<file path="src/rtl/instr_fetch_unit.sv">
// ============================================================================
// Module   : instr_fetch_unit
// Brief    : RV32I fetch stage with PC, valid-handshake fetch and pre-decode.
//            Optional fetch watchdog enabled by defining FETCH_TIMEOUT_EN.
// Revision : 1.0 - initial release
// ============================================================================
`default_nettype none

module instr_fetch_unit #(
  parameter logic [31:0] RESET_PC       = 32'h0000_0000,
  parameter int          TIMEOUT_CYCLES = 16
) (
  input  logic        clk,
  input  logic        rst,
  output logic        imem_req,
  output logic [31:0] imem_addr,
  input  logic        imem_valid,
  input  logic [31:0] imem_rdata,
  input  logic        retire,
  input  logic        next_sel,
  input  logic [31:0] target,
  output logic [31:0] pc,
  output logic [31:0] instr,
  output logic        instr_valid,
  output logic        r_type,
  output logic        i_type,
  output logic        load,
  output logic        store,
  output logic        branch,
  output logic        jal,
  output logic [2:0]  fun3,
  output logic        fun7,
  output logic        illegal,
  output logic        misalign,
  output logic        fetch_err
);

  typedef enum logic [0:0] {
    S_FETCH = 1'b0,
    S_HOLD  = 1'b1
  } state_t;

  localparam logic [6:0] C_OP_R      = 7'b0110011;
  localparam logic [6:0] C_OP_I      = 7'b0010011;
  localparam logic [6:0] C_OP_LOAD   = 7'b0000011;
  localparam logic [6:0] C_OP_STORE  = 7'b0100011;
  localparam logic [6:0] C_OP_BRANCH = 7'b1100011;
  localparam logic [6:0] C_OP_JAL    = 7'b1101111;

  if (TIMEOUT_CYCLES < 2 || TIMEOUT_CYCLES > 255) begin : g_bad_timeout_cycles
    $error("instr_fetch_unit: TIMEOUT_CYCLES must be within 2..255");
  end

  state_t      r_state, w_state_nxt;
  logic [31:0] r_pc, w_pc_nxt;
  logic [31:0] r_instr;
  logic        r_req;
  logic        r_misalign;
  logic        w_accept;
  logic        w_retire;
  logic        w_expire;

  always_comb begin
    w_state_nxt = r_state;
    w_pc_nxt    = r_pc;
    w_accept    = 1'b0;
    w_retire    = 1'b0;
    case (r_state)
      S_FETCH: begin
        if (imem_valid) begin
          w_accept    = 1'b1;
          w_state_nxt = S_HOLD;
        end
      end
      S_HOLD: begin
        if (retire) begin
          w_retire    = 1'b1;
          w_pc_nxt    = next_sel ? {target[31:2], 2'b00} : r_pc + 32'd4;
          w_state_nxt = S_FETCH;
        end
      end
      default: w_state_nxt = S_FETCH;
    endcase
  end

`ifdef FETCH_TIMEOUT_EN
  localparam logic [7:0] C_TMO_LAST = 8'(TIMEOUT_CYCLES - 1);

  logic [7:0] r_tmo_cnt;
  logic       r_fetch_err;

  // A response arriving on the final watchdog cycle wins over the timeout.
  assign w_expire = (r_state == S_FETCH) && r_req && !imem_valid &&
                    (r_tmo_cnt == C_TMO_LAST);

  always_ff @(posedge clk or negedge rst) begin
    if (!rst) begin
      r_tmo_cnt   <= 8'd0;
      r_fetch_err <= 1'b0;
    end else begin
      r_fetch_err <= w_expire;
      if ((r_state == S_FETCH) && r_req && !imem_valid && !w_expire)
        r_tmo_cnt <= r_tmo_cnt + 8'd1;
      else
        r_tmo_cnt <= 8'd0;
    end
  end

  assign fetch_err = r_fetch_err;
`else
  assign w_expire  = 1'b0;
  assign fetch_err = 1'b0;
`endif

  // Request is registered so it stays low through reset and rises one edge later.
  always_ff @(posedge clk or negedge rst) begin
    if (!rst) begin
      r_state    <= S_FETCH;
      r_pc       <= RESET_PC;
      r_instr    <= 32'd0;
      r_req      <= 1'b0;
      r_misalign <= 1'b0;
    end else begin
      r_state    <= w_state_nxt;
      r_pc       <= w_pc_nxt;
      r_req      <= (w_state_nxt == S_FETCH) && !w_expire;
      r_misalign <= w_retire && next_sel && (target[1:0] != 2'b00);
      if (w_accept)
        r_instr <= imem_rdata;
    end
  end

  assign imem_req    = r_req;
  assign imem_addr   = r_pc;
  assign pc          = r_pc;
  assign instr       = r_instr;
  assign instr_valid = (r_state == S_HOLD);
  assign misalign    = r_misalign;

  always_comb begin
    r_type  = 1'b0;
    i_type  = 1'b0;
    load    = 1'b0;
    store   = 1'b0;
    branch  = 1'b0;
    jal     = 1'b0;
    illegal = 1'b0;
    fun3    = 3'b000;
    fun7    = 1'b0;
    if (instr_valid) begin
      fun3 = r_instr[14:12];
      case (r_instr[6:0])
        C_OP_R:      r_type  = 1'b1;
        C_OP_I:      i_type  = 1'b1;
        C_OP_LOAD:   load    = 1'b1;
        C_OP_STORE:  store   = 1'b1;
        C_OP_BRANCH: branch  = 1'b1;
        C_OP_JAL:    jal     = 1'b1;
        default:     illegal = 1'b1;
      endcase
      // Bit 30 is an immediate bit for most I-type ops; only shifts use it as funct7.
      if (r_type || (i_type && (r_instr[13:12] == 2'b01)))
        fun7 = r_instr[30];
    end
  end

endmodule

`default_nettype wire

</file>
<file path="config.mk">
export PLATFORM = sky130hd
export DESIGN_NAME = instr_fetch_unit
export DESIGN_NICKNAME = d
export VERILOG_FILES = /design/src/rtl/instr_fetch_unit.sv
export SDC_FILE = /design/constraint.sdc
export NUM_CORES = 1
export LEC_CHECK = 0
export ABC_AREA = 1
export CAP_MARGIN = 20
export CORE_MARGIN = 3
export CORE_UTILIZATION = 46
export DETAILED_ROUTE_END_ITERATION = 16
export GPL_TIMING_DRIVEN = 0
export PLACE_DENSITY = 0.92
export SLEW_MARGIN = 20
export SYNTH_ARGS = -nofsm -noshare
export SYNTH_HDL_FRONTEND = slang
export SYNTH_SLANG_ARGS = --single-unit
</file>
<file path="constraint.sdc">
create_clock -name clk -period 3.7 [get_ports clk]
set_input_delay 0.74 -clock clk [delete_from_list [all_inputs] [get_ports clk]]
set_output_delay 0.74 -clock clk [all_outputs]
set_load 0.03 [all_outputs]
</file>
==> summary.md, run 1 <==
| Metric | Value |
|---|---|
| Status | complete, no violations |
| IO Count | 180 |
| N_diodes | 0 |
| Final hold violation count | 0 |
| H-tree Lvls | 3 |
| Crit path capture type | primary output |
| DR pass1 iterations | 5 |
| TritonCTS clock tree | built |
| Global-route wire length before repair | 20680 um |
| Biggest area consumer among synthesized cells | dfrtp_1 |
| Initial DRC Count | 256 |
| Vias | 4184 |
| Total Wirelength | 12820 um |
| Min cycle time layout | 3.086 ns |
| Vias in the first global route | 4223 |
| Antenna viol nets, final | 0 |
| Sequential area share after synthesis | 40.32% |
| Top cells by area, synth | dfrtp_1, nand2_1, mux2_2 |
| DIE AREA | 9929 um2 |
| Max-cap violations | 0 |
| Initial antenna violation count | 0 |
| Final worst path period share | 83.40% |
| Hpwl dp | 9935 um |
| GRT Overall Usage | 26.22% |
| Ratio of cells with drive above 1 in the final layout | 16.81% |
| Yosys top cell area share | 40.32% |
| Synthesis-stage register bit count | 65 |
| Hold_ws | 0.2894 ns |
| GPL Wtd Cong | 0.9357 |
| Fillers | 635 |
| Wirelength per Cell | 15.54 um |
| Max Fclk | 0.3241 GHz |
| I/O Buffers | 173 |
| Chip Width | 99.65 um |
| Standard-cell rows | 33 |
| Pin count of the biggest net entering global routing | 46 |
| Drc violations | 0 |
| Post-synth cell types | 34 |
| Max Clock Skew | 0.008715 ns |
| Pre-CTS setup slack | 1.002 ns |
| RSZ-0062 raised after global routing | no |
| CP max FO | 5 |
| Via density | 5.072 |
| Layout area overhead | 51.95% |
| Layout Nets | 786 |
| Critical path class | reg -> out |
| Root Buffer Master | clkbuf_8 |
| Clk slew on worst S/H paths | 0.08 ns |
| Critical path required time | 2.96 ns |
| Leak | 2.760 nW |
| Setup ws final | 0.6143 ns |
| Synth Instances | 527 |
| # hold bufs at CTS | 0 |
| Maximum VDD drop | 0.0003654 V |
| Num Clock Sinks | 65 |
| CTS Buf Count | 9 |
| Syn_area_per_cell | 7.654 um2 |
| Max-slew violations | 0 |
| Power density cells | 593.0 nW/um2 |
| Max clock buf depth | 2 |
| Die height | 99.65 um |
| Post-CTS setup buffers | 0 |
| GRT overflow | 0 |
| YS warnings | 0 |
| Cts repair resizes | 0 |
| CP Launch Type | flop |
| Post-Syn Area | 4034 um2 |
| Worst-Skew Late Latency | 0.34 ns |
| Area of the core | 8382 um2 |
| Worst EP arrival | 2.35 ns |
| Final Setup Violations | 0 |
| Worst min path class | in -> async |
| Initial Utilization | 48.13% |
## worst max-delay path, stage by stage, from the launching register on
cell,delay [ns]
dfrtp_1,0.42
nand2_1,0.09
nor3_2,0.27
nand4_1,0.17
nand2_1,0.13
nand2_1,0.06
nor2_1,0.16
clkdlybuf4s50_1,0.70
## flip-flops by register name, indices dropped and copies added, names as in the netlist
| register | flops |
|---|---|
| imem_addr | 30 |
| instr | 32 |
| instr_valid | 1 |
| misalign | 1 |
| imem_req | 1 |
## per-stage QoR
step / TNS (ns) / cell area [um2] / cells / total power [W] / util, %
detailed placement: 0 / 5937 / 810 / 0.003039 / 70.83
global placement: -17.34 / 5912 / 809 / 0.002981 / 70.53
global route: 0 / 6130 / 825 / 0.003825 / 73.13
finish: 0 / 6130 / 825 / 0.003635 / 73.13
CTS: 0 / 6130 / 825 / 0.003651 / 73.13
floorplan: 0 / 4049 / 531 / 0.002217 / -
## cells in the final DEF (no fill, tap or decap), drive strengths merged
cell type      instances
a211oi                 1
a21oi                 21
a22oi                  1
buf                   50
bufinv                 1
clkbuf                11
clkdlybuf4s50        172
clkinvlp               4
conb                   5
dfrtp                 65
dlymetal6s2s           1
ha                     1
inv                   51
mux2                  29
nand2                145
nand3                 33
nand4                  4
nor2                  87
nor3                   4
nor4                   1
o211ai                 1
o21a                   1
o21ai                 24
o21bai                 2
o22ai                  4
or2                    1
## path summary, 6_finish.rpt
path	startpoint	end	slack, ns	cells past startpoint
worst min register to register	instr[17]$_DFFE_PN0P_	instr[17]$_DFFE_PN0P_	0.51	1
worst max register to register	imem_addr[3]$_DFFE_PN0N_	imem_addr[16]$_DFFE_PN0N_	2.01	10
worst max-delay path	instr[1]$_DFFE_PN0P_	i_type	0.61	7
worst min-delay path	rst	imem_addr[10]$_DFFE_PN0N_	0.29	1
min in group clk	instr[17]$_DFFE_PN0P_	instr[17]$_DFFE_PN0P_	0.51	1
max in group asynchronous	rst	instr[4]$_DFFE_PN0P_	2.88	2
## kinds of logic (layout without fill, tap and decap cells)
kind of cell	Yosys count	in the layout	share of synthesized area, %
and+or+nand+nor	275	275	29.28
buffers and inverters	101	290	14.48
DFF	65	65	40.32
AOI/OAI and AO/OA	55	55	7.413
muxes	29	29	8.095
adders and majority gates	1	1	0.3101
other	1	5	0.09296
## cells in the mapped netlist
cell	instances
nand2_1	139
o21ai_0	22
nand4_1	4
o21bai_2	1
nor2_2	8
dlymetal6s2s_1	1
nor2_1	74
o21ai_1	2
nand2_2	4
o21bai_1	1
inv_1	47
nor4_1	1
nand3_1	33
dfrtp_1	65
buf_6	6
nand2_4	2
nor2_4	5
inv_2	3
ha_1	1
nor3_1	3
buf_4	35
clkbuf_2	1
o22ai_1	4
conb_1	1
o21a_1	1
clkbuf_8	1
a211oi_1	1
nor3_2	1
buf_2	7
a22oi_1	1
a21oi_1	21
mux2_2	29
o211ai_1	1
or2_2	1
## final cells by class
cell class | count | area [um2] | share of cell area, %
Inverter | 50 | 187.7 | 3.062
Clock buffer | 9 | 123.9 | 2.021
Clock inverter | 6 | 68.82 | 1.123
Tap cell | 105 | 131.4 | 2.143
Timing Repair Buffer | 174 | 1757 | 28.66
Buffer | 51 | 396.6 | 6.471
Sequential cell | 65 | 1627 | 26.54
Multi-Input combinational cell | 365 | 1838 | 29.99
## metal layers
metal | global-route usage (%) | routed length (um)
met3 | 9.046 | 1407
met5 | 0 | 0
met2 | 46.18 | 6488
met4 | 9.664 | 268
met1 | 29.22 | 4653
## where the power goes
group,total (W),switching [W],internal (W)
logic,0.00191,0.00106,0.000842
registers,0.00112,0.000235,0.000890
clock network,0.000604,0.000295,0.000309
total,0.00363,0.00159,0.00204
No activity file was read; power rests on OpenSTA's default activity.
==> run 2, diff against run 1 <==
Settings changed: CORE_UTILIZATION 46 to 38, PLACE_DENSITY 0.92 to 0.82.
Clock period 3.7 ns to 2.65 ns, I/O delays scaled along.
==> summary.md, run 2 (synthesis gave the netlist of run 1 again) <==
| Metric | Value |
|---|---|
| CP Launch Type | flop |
| GRT overflow | 0 (unchanged) |
| TritonCTS clock tree | built |
| Area of the core | 10040 um2 (+20%) |
| Standard-cell rows | 36 (+9.1%) |
| Total Wirelength | 12760 um (-0.44%) |
| Critical path required time | 2.12 ns (-0.84 ns) |
| Worst R2R Start | imem_addr[2]$_DFFE_PN0N_ |
| DIE AREA | 11890 um2 (+20%) |
| H-tree Lvls | 3 (unchanged) |
| Max Clock Skew | 0.003438 ns (-0.005277 ns) |
| Wirelength per Cell | 14.94 um (-3.8%) |
| Maximum VDD drop | 0.0005198 V (+42%) |
| Max Fclk | 0.4087 GHz |
| Final hold violation count | 0 (unchanged) |
| Initial antenna violation count | 0 (unchanged) |
| Max-cap violations | 0 (unchanged) |
| Family with the most delay on the worst path | simple AND/OR/NAND/NOR gates |
| Slowest CP cell | dfrtp_1 |
| Hpwl dp | 9985 um (+0.51%) |
| Max clock buf depth | 2 (unchanged) |
| Layout Nets | 786 (unchanged) |
| Crit path capture type | primary output |
| Clk slew on worst S/H paths | 0.07 ns (about the same) |
| Final core occ | 61.34% (-12 points) |
| CP dominant cell by count | nand2_1 |
| Leak | 2.853 nW (+3.4%) |
| CP Depth | 6 (-1) |
| CP bufs+invs | 1 (unchanged) |
| # hold bufs at CTS | 0 (unchanged) |
| Num Clock Sinks | 65 (unchanged) |
| IO Count | 180 (unchanged) |
| GPL Wtd Cong | 0.8773 (-6.2%) |
| Crit path from | instr[3]$_DFFE_PN0P_ |
| CP Cell Sequence | nor3_4 -> nand4_1 -> nand2_1 -> nand2_1 -> nor2_1 -> dlygate4sd2_1 |
| Fillers | 852 (+34%) |
| Worst-Skew Late Latency | 0.34 ns (about the same) |
| CTS Buf Count | 9 (unchanged) |
| Commonest non-fill, non-tap cells in the layout | clkdlybuf4s50_1, nand2_1, nor2_1 |
| Pin count of the biggest net entering global routing | 34 (-26%) |
| Final worst path period share | 92.32% |
| Via density | 4.838 (-4.6%) |
| CP max stage delay | 0.44 ns (-0.26 ns) |
| Min cycle time layout | 2.447 ns |
| Vias in the first global route | 4115 (-2.6%) |
| Ratio of cells with drive above 1 in the final layout | 16.64% (-0.16 points) |
| Layout area overhead | 52.73% |
| Initial Utilization | 40.16% (-8.0 points) |
| Worst EP arrival | 1.92 ns (-0.43 ns) |
| R2R cell count | 8 (-2) |
| DR pass1 iterations | 5 (unchanged) |
| Die height | 109.0 um (+9.4%) |
| Drc violations | 0 (unchanged) |
| Max-slew violations | 0 (unchanged) |
| Power density cells | 821.7 nW/um2 (+39%) |
| Final Setup Violations | 0 (unchanged) |
| Commonest non-fill, non-tap cell in the layout | clkdlybuf4s50_1 |
| Status | complete, no violations |
| GRT Overall Usage | 22.19% (-4.0 points) |
| Vias | 4132 (-1.2%) |
| Worst min path class | in -> async |
| RSZ-0062 raised after global routing | no |
| Initial DRC Count | 201 (-21%) |
| Post-CTS setup buffers | 0 (unchanged) |
| I/O Buffers | 173 (unchanged) |
| Cts repair resizes | 4 (+4) |
| Critical path class | reg -> out |
| Setup TNS | 0 ns (unchanged) |
| CP max FO | 5 (unchanged) |
| Chip Width | 109.0 um (+9.4%) |
| Global-route wire length before repair | 20490 um (-0.93%) |
| Root Buffer Master | clkbuf_8 |
| Antenna viol nets, final | 0 (unchanged) |
| N_diodes | 0 (unchanged) |
| Max reg flops | 32 (unchanged) |
-- run 2: cell types whose count changed in the layout (fill, tap and decap cells not counted), moves of 2 or more --
cell             previous run  this run
clkdlybuf4s50_1           172       164
clkbuf_1                    0         3
clkinvlp_4                  4         0
dlygate4sd2_1               0         3
clkinv_2                    0         2
dlymetal6s2s_1              1         5
-- run 2: worst reg2reg max path, cell delays in order (launching register included) --
cell     delay (ns)
dfrtp_1        0.44
ha_1           0.22
nand2_2        0.10
nor2_4         0.15
nand3_1        0.23
o21ai_0        0.22
nand3_1        0.09
nand2_1        0.06
nand2_1        0.04
-- run 2: final timing paths --
check	end	slack, ns
min in group clk	instr[7]$_DFFE_PN0P_	0.51
worst min register to register	instr[7]$_DFFE_PN0P_	0.51
max in group asynchronous	imem_addr[18]$_DFFE_PN0N_	1.99
worst max-delay path	i_type	0.20
worst min-delay path	instr[31]$_DFFE_PN0P_	0.14
worst max register to register	imem_addr[20]$_DFFE_PN0N_	0.99
-- run 2: stage by stage --
| stage | instances | hold WS (ns) | worst slack [ns] | instance area [um2] | power, W |
|---|---|---|---|---|---|
| floorplan | 531 | 0.2344 | 0.2774 | 4049 | 0.003095 |
| global route | 854 | 0.1481 | 0.01786 | 6161 | 0.005341 |
| finish | 854 | 0.1365 | 0.2035 | 6161 | 0.005062 |
| detailed placement | 838 | 0.4922 | 0.1559 | 5964 | 0.004239 |
| global placement | 837 | 0.4868 | -1.088 | 5947 | 0.004179 |
| CTS | 854 | 0.1393 | 0.004288 | 6148 | 0.005089 |
-- run 2: report_power, final --
group,leakage [nW],internal [W],switching [W]
registers,0.761,0.00124,0.000330
logic,1.99,0.00117,0.00148
clock network,0.0974,0.000459,0.000376
total,2.85,0.00288,0.00219
-- run 2: cell type report --
class,count,area [um2],area share (%)
Tap cell,133,166.4,2.701
Inverter,50,187.7,3.046
Multi-Input combinational cell,365,1844,29.94
Buffer,51,396.6,6.438
Timing Repair Buffer,174,1750,28.41
Sequential cell,65,1627,26.40
Clock inverter,3,40.04,0.6499
Clock buffer,13,148.9,2.417
-- run 2: metal layers --
layer / wire length (um) / track usage [%] / vias to the layer above
li1: - / - / 2014
met1: 4566 / 24.80 / 1905
met2: 6441 / 38.95 / 195
met3: 1561 / 8.348 / 18
met4: 193 / 7.033 / 0
met5: 0 / 0 / -
==> run 3, diff against run 2 <==
Settings changed: CTS_CLUSTER_SIZE set to 10.
==> results of run 3 <==
No change in the layout: final DEF, timing and power equal those of run 2.
